## config.mk

```make
export PLATFORM = sky130hd
export DESIGN_NAME = ca_rule_sequencer
export DESIGN_NICKNAME = d
export VERILOG_FILES = /design/src/rtl/ca_rule_sequencer.sv
export SDC_FILE = /design/constraint.sdc
export NUM_CORES = 1
export LEC_CHECK = 0
export ABC_CLOCK_PERIOD_IN_PS = 3800
export BUFFER_PORTS_ARGS = -buffer_cell sky130_fd_sc_hd__buf_2
export CORE_MARGIN = 2
export CORE_UTILIZATION = 45
export DETAILED_ROUTE_END_ITERATION = 8
export HOLD_SLACK_MARGIN = 0.08
export PLACE_DENSITY_LB_ADDON = 0.25
export SYNTH_ARGS = -nofsm -noshare
export SYNTH_HDL_FRONTEND = slang
export SYNTH_SLANG_ARGS = --single-unit
```

## constraint.sdc

```tcl
create_clock -name clk -period 3.8 [get_ports clk]
set_clock_uncertainty 0.05 [all_clocks]
set_input_delay 0.19 -clock clk [delete_from_list [all_inputs] [get_ports clk]]
set_output_delay 0.19 -clock clk [all_outputs]
set_load 0.05 [all_outputs]
```

## src/rtl/ca_rule_sequencer.sv

```systemverilog
// ca_rule_sequencer
//   Frame-synchronous rule controller for the cellular-automaton VGA engine.
//   Holds a 4-entry table of Wolfram rule codes and chooses the active rule,
//   when the engine reseeds and whether it advances. Rules auto-cycle every
//   FRAMES_PER_RULE frames. Debounced "next" and "pause" buttons can also
//   change the rule or freeze the image. Every output is registered and only
//   changes on the clock edge that samples frame_start, so the picture never
//   tears mid-frame.
//
// Ports
//   clk         pixel clock
//   rst_n       asynchronous active-low reset (release synchronised internally)
//   frame_start one-cycle pulse at first pixel of row 0
//   btn_next    raw button, press selects the next rule
//   btn_pause   raw button, press toggles pause
//   cfg_we      rule-table write strobe
//   cfg_idx     rule-table write address
//   cfg_data    rule code to write
//   rule        active Wolfram code for the current frame
//   rule_idx    index of the active rule
//   seed_load   engine loads a single-centre-cell seed this frame
//   advance     engine computes new generations this frame
//   paused      pause state
//   frame_cnt   frames elapsed under the current rule
module ca_rule_sequencer #(
  parameter int FRAMES_PER_RULE = 240,
  parameter int DEBOUNCE_CYCLES = 50000,
  parameter int AUTO_RESEED     = 1
) (
  input  logic       clk,
  input  logic       rst_n,
  input  logic       frame_start,
  input  logic       btn_next,
  input  logic       btn_pause,
  input  logic       cfg_we,
  input  logic [1:0] cfg_idx,
  input  logic [7:0] cfg_data,
  output logic [7:0] rule,
  output logic [1:0] rule_idx,
  output logic       seed_load,
  output logic       advance,
  output logic       paused,
  output logic [7:0] frame_cnt
);

  localparam int             CW       = (DEBOUNCE_CYCLES < 1) ? 1 : $clog2(DEBOUNCE_CYCLES + 1);
  localparam logic [CW-1:0]  CNT_LAST = CW'(DEBOUNCE_CYCLES - 1);
  localparam logic [7:0]     CNT_WRAP = 8'(FRAMES_PER_RULE - 1);
  localparam logic           RESEED_ON_AUTO = (AUTO_RESEED != 0);

  typedef enum logic [1:0] {ST_SEED, ST_RUN, ST_PAUSE} state_t;

  // Reset: asserts immediately, releases two clocks after rst_n rises.
  logic rst_meta, rst_sync;

  always_ff @(posedge clk or negedge rst_n) begin
    if (!rst_n) begin
      rst_meta <= 1'b0;
      rst_sync <= 1'b0;
    end else begin
      rst_meta <= 1'b1;
      rst_sync <= rst_meta;
    end
  end

  // Button path: bit 0 = next, bit 1 = pause.
  logic [1:0]         btn_raw, sync1, sync2, deb, rise;
  logic [1:0][CW-1:0] deb_cnt;
  logic               next_pend, pause_pend;

  assign btn_raw = {btn_pause, btn_next};

  // A rising edge is the cycle the debounced level is about to flip 0->1.
  always_comb begin
    for (int i = 0; i < 2; i++) begin
      rise[i] = sync2[i] & ~deb[i] & (deb_cnt[i] == CNT_LAST);
    end
  end

  always_ff @(posedge clk or negedge rst_sync) begin
    if (!rst_sync) begin
      sync1   <= '0;
      sync2   <= '0;
      deb     <= '0;
      deb_cnt <= '0;
    end else begin
      sync1 <= btn_raw;
      sync2 <= sync1;
      for (int i = 0; i < 2; i++) begin
        if (sync2[i] == deb[i]) begin
          deb_cnt[i] <= '0;
        end else if (deb_cnt[i] == CNT_LAST) begin
          deb[i]     <= sync2[i];
          deb_cnt[i] <= '0;
        end else begin
          deb_cnt[i] <= deb_cnt[i] + 1'b1;
        end
      end
    end
  end

  // Sticky request flags. A flag raised on the same edge as frame_start was
  // not seen by that boundary, so setting wins over clearing.
  always_ff @(posedge clk or negedge rst_sync) begin
    if (!rst_sync) begin
      next_pend  <= 1'b0;
      pause_pend <= 1'b0;
    end else begin
      next_pend  <= rise[0] | (next_pend  & ~frame_start);
      pause_pend <= rise[1] | (pause_pend & ~frame_start);
    end
  end

  // Rule table and frame-boundary state
  logic [7:0] rule_tbl [4];
  state_t     state, nxt_state;
  logic [1:0] nxt_idx;
  logic [7:0] nxt_cnt, nxt_rule;
  logic       nxt_seed, nxt_adv;

  always_comb begin
    nxt_state = state;
    nxt_idx   = rule_idx;
    nxt_cnt   = frame_cnt;
    nxt_seed  = seed_load;
    nxt_adv   = advance;
    if (frame_start) begin
      if (state == ST_SEED) begin
        nxt_seed  = 1'b1;
        nxt_cnt   = 8'd0;
        nxt_state = pause_pend ? ST_PAUSE : ST_RUN;
      end else begin
        if (pause_pend) begin
          nxt_state = (state == ST_RUN) ? ST_PAUSE : ST_RUN;
        end
        nxt_seed = 1'b0;
        // A button press and an auto-advance on the same boundary step once.
        if (next_pend) begin
          nxt_idx  = rule_idx + 2'd1;
          nxt_cnt  = 8'd0;
          nxt_seed = 1'b1;
        end else if (state == ST_RUN) begin
          if (frame_cnt == CNT_WRAP) begin
            nxt_idx  = rule_idx + 2'd1;
            nxt_cnt  = 8'd0;
            nxt_seed = RESEED_ON_AUTO;
          end else begin
            nxt_cnt = frame_cnt + 8'd1;
          end
        end
      end
      // A seeded frame must run so the seed row is drawn even while paused.
      nxt_adv = nxt_seed | (nxt_state == ST_RUN);
    end
    // Write-first: a table write on the boundary edge is what gets shown.
    nxt_rule = (cfg_we && (cfg_idx == nxt_idx)) ? cfg_data : rule_tbl[nxt_idx];
  end

  always_ff @(posedge clk or negedge rst_sync) begin
    if (!rst_sync) begin
      rule_tbl[0] <= 8'd30;
      rule_tbl[1] <= 8'd110;
      rule_tbl[2] <= 8'd90;
      rule_tbl[3] <= 8'd184;
    end else if (cfg_we) begin
      rule_tbl[cfg_idx] <= cfg_data;
    end
  end

  always_ff @(posedge clk or negedge rst_sync) begin
    if (!rst_sync) begin
      state     <= ST_SEED;
      rule      <= 8'd30;
      rule_idx  <= 2'd0;
      seed_load <= 1'b1;
      advance   <= 1'b1;
      paused    <= 1'b0;
      frame_cnt <= 8'd0;
    end else if (frame_start) begin
      state     <= nxt_state;
      rule      <= nxt_rule;
      rule_idx  <= nxt_idx;
      seed_load <= nxt_seed;
      advance   <= nxt_adv;
      paused    <= (nxt_state == ST_PAUSE);
      frame_cnt <= nxt_cnt;
    end
  end

endmodule

```

Word-level counts from Yosys, hierarchy flattened

Cells that the tools add are included.

Register bits after elaboration: 97
Bits of input ports: 16
Output and inout port bits: 21
Word-level logic and storage cells: 91

Add/sub/neg operators: 4
Magnitude comparators: 3
Eq/ne operators: 9
Multiplexer cells: 31
Bitwise operators: 16
Reduce and logical (&&, ||, !) cells: 7

Operators by type and width:

| kind                  | number |
|---|---|
| $mux 16               | 4 |
| $mux 8                | 8 |
| $add 16x1->16 const B | 2 |
| $bwmux 32             | 1 |
| $eq 16x16->1 const B  | 2 |
| $mux 2                | 11 |
| $bmux 8 s2            | 1 |
| $demux 8 s2           | 1 |
| $add 8x1->8 const B   | 1 |
| $eq 8x8->1 const B    | 1 |
| $and 1x1->1           | 6 |
| $ge 3x3->1 const B    | 2 |
| $not 2->3             | 2 |
| $reduce_and 2->1      | 3 |
| $mux 1                | 5 |
| $not 1->1             | 5 |
| $eq 2x1->1 const B    | 2 |
| $lt 3x1->1 const B    | 1 |
| $or 1x1->1            | 3 |
| $reduce_bool 3->1     | 1 |
| $add 2x1->2 const B   | 1 |
| $eq 1x1->1            | 2 |
| $eq 2x2->1            | 1 |
| $eq 2x2->1 const B    | 1 |
| 2 further kinds       | 3 |

Longest topological paths before layout

Depth after elaboration: 11
Depth in mapped cells: 9
Depth with buffers taken out: 7

Worst setup path before layout

No wires, ideal clock.

Kind: reg2reg
Start: register frame_cnt[1]
End: register rule[3]
Setup time: 0.085 ns
Arrival time: 2.269 ns
Data required time: 3.665 ns
Path slack: 1.395 ns
Cell stages (with the launch flop): 9
Path buffers: 1
Period minus slack after synthesis: 2.405 ns
Path through: dfrtp_1 ha_1 nand3_1 nor3_4 buf_6 mux2i_1 nand3_1 a22o_1 o221ai_1

Cells in the longest elaborated chain, start to end: 11
Elaborated cells between the ends (all ways): 13
Those cells by class: eq/ne: 2; mux: 9; bitwise: 1; reduce/logical: 1

RTL lines:

| element                                   | line | source |
|---|---|---|
| start, declared                           | 43   | `output logic [7:0] frame_cnt` |
| start signal, assigned                    | 186  | `frame_cnt <= nxt_cnt;` |
| $eq 8x8->1 *                              | 143  | `if (frame_cnt == CNT_WRAP) begin` |
| $mux 2 *                                  | 143  |  |
| $mux 2 *                                  | 142  | `end else if (state == ST_RUN) begin` |
| $mux 2 *                                  | 138  | `if (next_pend) begin` |
| $mux 2 *                                  | 128  | `if (state == ST_SEED) begin` |
| $mux 2 *                                  | 127  | `if (frame_start) begin` |
| $not 2->3 (implied by the code)           | 156  | `nxt_rule = (cfg_we && (cfg_idx == nxt_idx)) ? cfg_data : rule_tbl[nxt_idx];` |
| $bmux 8 s2                                | 156  |  |
| $mux 8 (implied by the code) (2 in a row) | 156  |  |
| $mux 8 *                                  | 156  |  |
| end signal, assigned                      | 181  | `rule <= nxt_rule;` |
| end, declared                             | 38   | `output logic [7:0] rule,` |

Mark *: on every way between the ends. The rest lies on a longest branch, timed or not. The select of a mux whose other input is x is not followed.
A chain may end at the register's enable or synchronous reset.

Final worst setup path

Ends and elaborated chain as after synthesis.

==> run metrics <==
total area of multi-input combinational cells=2620 um2; sequential area share after synthesis=46.9%; upper clock frequency limit=0.375 GHz; minimum hold slack=0.0933 ns; starting utilization of the core area=46.0%; proportion of layout cells with a drive suffix above 1=23.2%; final setup margin=1.13 ns; final worst path period share=70.3%; # H-tree levels=3; Remaining DRCs=1; Filler cells=1012; clk_lat worst skew=0.35 ns; maximum number of pins on one net before global-route repair=35; failing checks=DRC; ranking of synthesized cells by area=dfrtp_1 35%, dfstp_2 12%, mux2_2 7.5%, mux2i_1 6.9%, nor2_1 5.2%; Detailed Route Iter0 Violations=229; number of synthesized register bits=97; cells resized by post-CTS repair=0; router iterations before antenna repair=7; sort of element at the end of the critical path=flip-flop; Final setup viols=0; kind of critical path=reg2reg; Top Ports=37; number of antenna violations at the first check in global routing=0; HP Start=cfg_data[0]; root buf cell=clkbuf_16; clock slew seen by the registers of the worst setup and hold paths=0.07 ns; CTS tree=built; count of vias placed by the detailed router=3980; number of unique standard cell types used by synthesis=50; max-cap violations=0; Placement Setup Slack=1.21 ns; number of port buffers=36; vias per inst=5.73; worst min-delay path category=in2reg; run status=finished, violations left; ys flop type=dfrtp_1; post-CTS setup repair buffer count=0; Cells after Synth=517; launching instance or port of the critical path=frame_cnt[1]; GRT Resource Usage Total=18.9%; Req. time, crit path=4.02 ns; CP Launch Type=flip-flop; unrepaired setup endpoints after global routing=no; number of nets with antenna violations after routing=0; clock tree sinks=97; HPWL after DPL=7.40 mm; CTS buffer count=9; Worst-Margin Slew=1.15 ns; max-slew headroom at the worst pin=23.3%; via count of the first global-routing pass=3963; wire length after detailed routing=11.1 mm; maximum ir drop on the vdd rail=315 uV; layout overhead on the synthesized area=12.1%; global-route wire length before repair=18.9 mm; number of placement rows=39; total number of yosys warnings=0; register cell area after layout=2460 um2; top cell type by total area after synthesis=dfrtp_1; Post-synth EDFFs=0; final routed wire length divided by cell count=16.0 um; mapped cell area=5240 um2; setup TNS=0 ns; core region area=11400 um2; most frequently used cell type in the post-synthesis netlist=dfrtp_1; share of flip-flops with an asynchronous set or reset=100%; Total Nets Final=567; Max Transition Viols Final=0; buffer depth of the longest clock path=2; die height=112 um; area share of the largest cell type after synthesis=35.4%; number of endpoints with negative hold slack in the final report=0; antenna diode count=0; die width=112 um; final core utilization=51.6%; power density relative to cell area=535 nW/um2; RePlAce Congestion=0.825; worst-path maximum fanout=15; Mean Syn Cell Area=10.1 um2; data arrival time of the critical path=2.89 ns; die outline area=12500 um2; post-layout min period=2.67 ns; reg-to-reg startpoint=frame_cnt[1]; syn nets=538; GRT Residual Overflow=0; LEAKAGE=2.50 nW; top cells by count, synth=74 x dfrtp_1, 73 x nor2_1, 42 x nand2_1
[metal layers]
| metal | GRT usage (%) | vias to the layer above | part of all wire, % |
|---|---|---|---|
| li1 | - | 1883 | - |
| met1 | 24.4 | 1943 | 45 |
| met2 | 29.9 | 136 | 48 |
| met3 | 3.48 | 18 | 5.1 |
| met4 | 11.0 | 0 | 2.0 |
| met5 | 0 | - | 0 |
[registers in the layout (all words and copies together), names as in the netlist]
name	cells
deb_cnt	32
rule_tbl	32
frame_cnt	8
rule	8
deb	2
rule_idx	2
state	2
sync1	2
sync2	2
advance	1
next_pend	1
pause_pend	1
paused	1
rst_meta	1
rst_sync	1
seed_load	1
[final cells by class]
type | instances | share of cell area, %
Inverter | 11 | 0.704
Clock inverter | 7 | 1.32
Clock buffer | 9 | 3.84
Tap cell | 143 | 3.05
Sequential cell | 97 | 41.9
Timing Repair Buffer | 46 | 4.61
Multi-Input combinational cell | 381 | 44.6
[final timing paths]
path / slack [ns] / cells after the start / to
worst max-delay path: 1.13 / 7 / rule[3]
worst min-delay path: 0.09 / 2 / rule_tbl[24]
max in group asynchronous: 2.69 / 1 / seed_load
worst max register to register: 1.13 / 7 / rule[3]
worst min register to register: 0.20 / 0 / rule_tbl[24]
min in group asynchronous: 0.10 / 2 / rst_sync
[where the power goes]
group | internal [mW] | switching, mW
clock | 0.517 | 0.410
sequential | 1.21 | 0.201
combinational | 0.304 | 0.497
total | 2.03 | 1.11
[cells by family after synthesis]
logic type / share of synthesized area, %
AOI/OAI and AO/OA: 9.51
xor gates and xnor gates: 6.36
adders and majority gates: 1.20
buffers and inverters: 3.20
DFF: 46.9
muxes: 14.6
other: 0.0716
and+or+nand+nor: 18.1
[layout by cell type, fill, tap and decap left out, types with 4 or more instances in the layout]
cell type      count
a211oi_1           7
dlygate4sd3_1      6
a21oi_1           13
buf_2             36
inv_1             11
a22o_1             9
nand4_1            7
o22ai_1           17
clkbuf_16          9
dfrtp_1           73
o221ai_1           7
nor2_1            73
nor3_1            19
mux2i_1           36
nand2_1           42
buf_4              4
nand2b_1           6
nand3_1           18
ha_1               5
dfstp_2           23
xor2_1            17
mux2_2            35
and3_1            10
xnor2_1           21
[worst max-delay path: stages (launching register included)]
cell      delay [ns]
dfrtp_1         0.42
ha_1            0.22
nand3_1         0.21
nor3_4          0.81
mux2i_1         0.28
nand3_1         0.12
a22o_1          0.27
o221ai_1        0.20
[through the flow]
step           power (mW)  instance area (um2)  std cells
3_5_place_dp         2.22                 5510        672
3_3_place_gp         2.20                 5510        672
4_1_cts              3.17                 5870        694
5_1_grt              3.31                 5870        694
6_report             3.14                 5870        694
2_1_floorplan        2.03                 5240        517
[timing repair]
item / CTS / global route
hold buffers: 6 / 0
hold endpoints to repair: 13 / 0
setup endpoints to repair: 0 / 0
No activity file was read; power rests on OpenSTA's default activity.
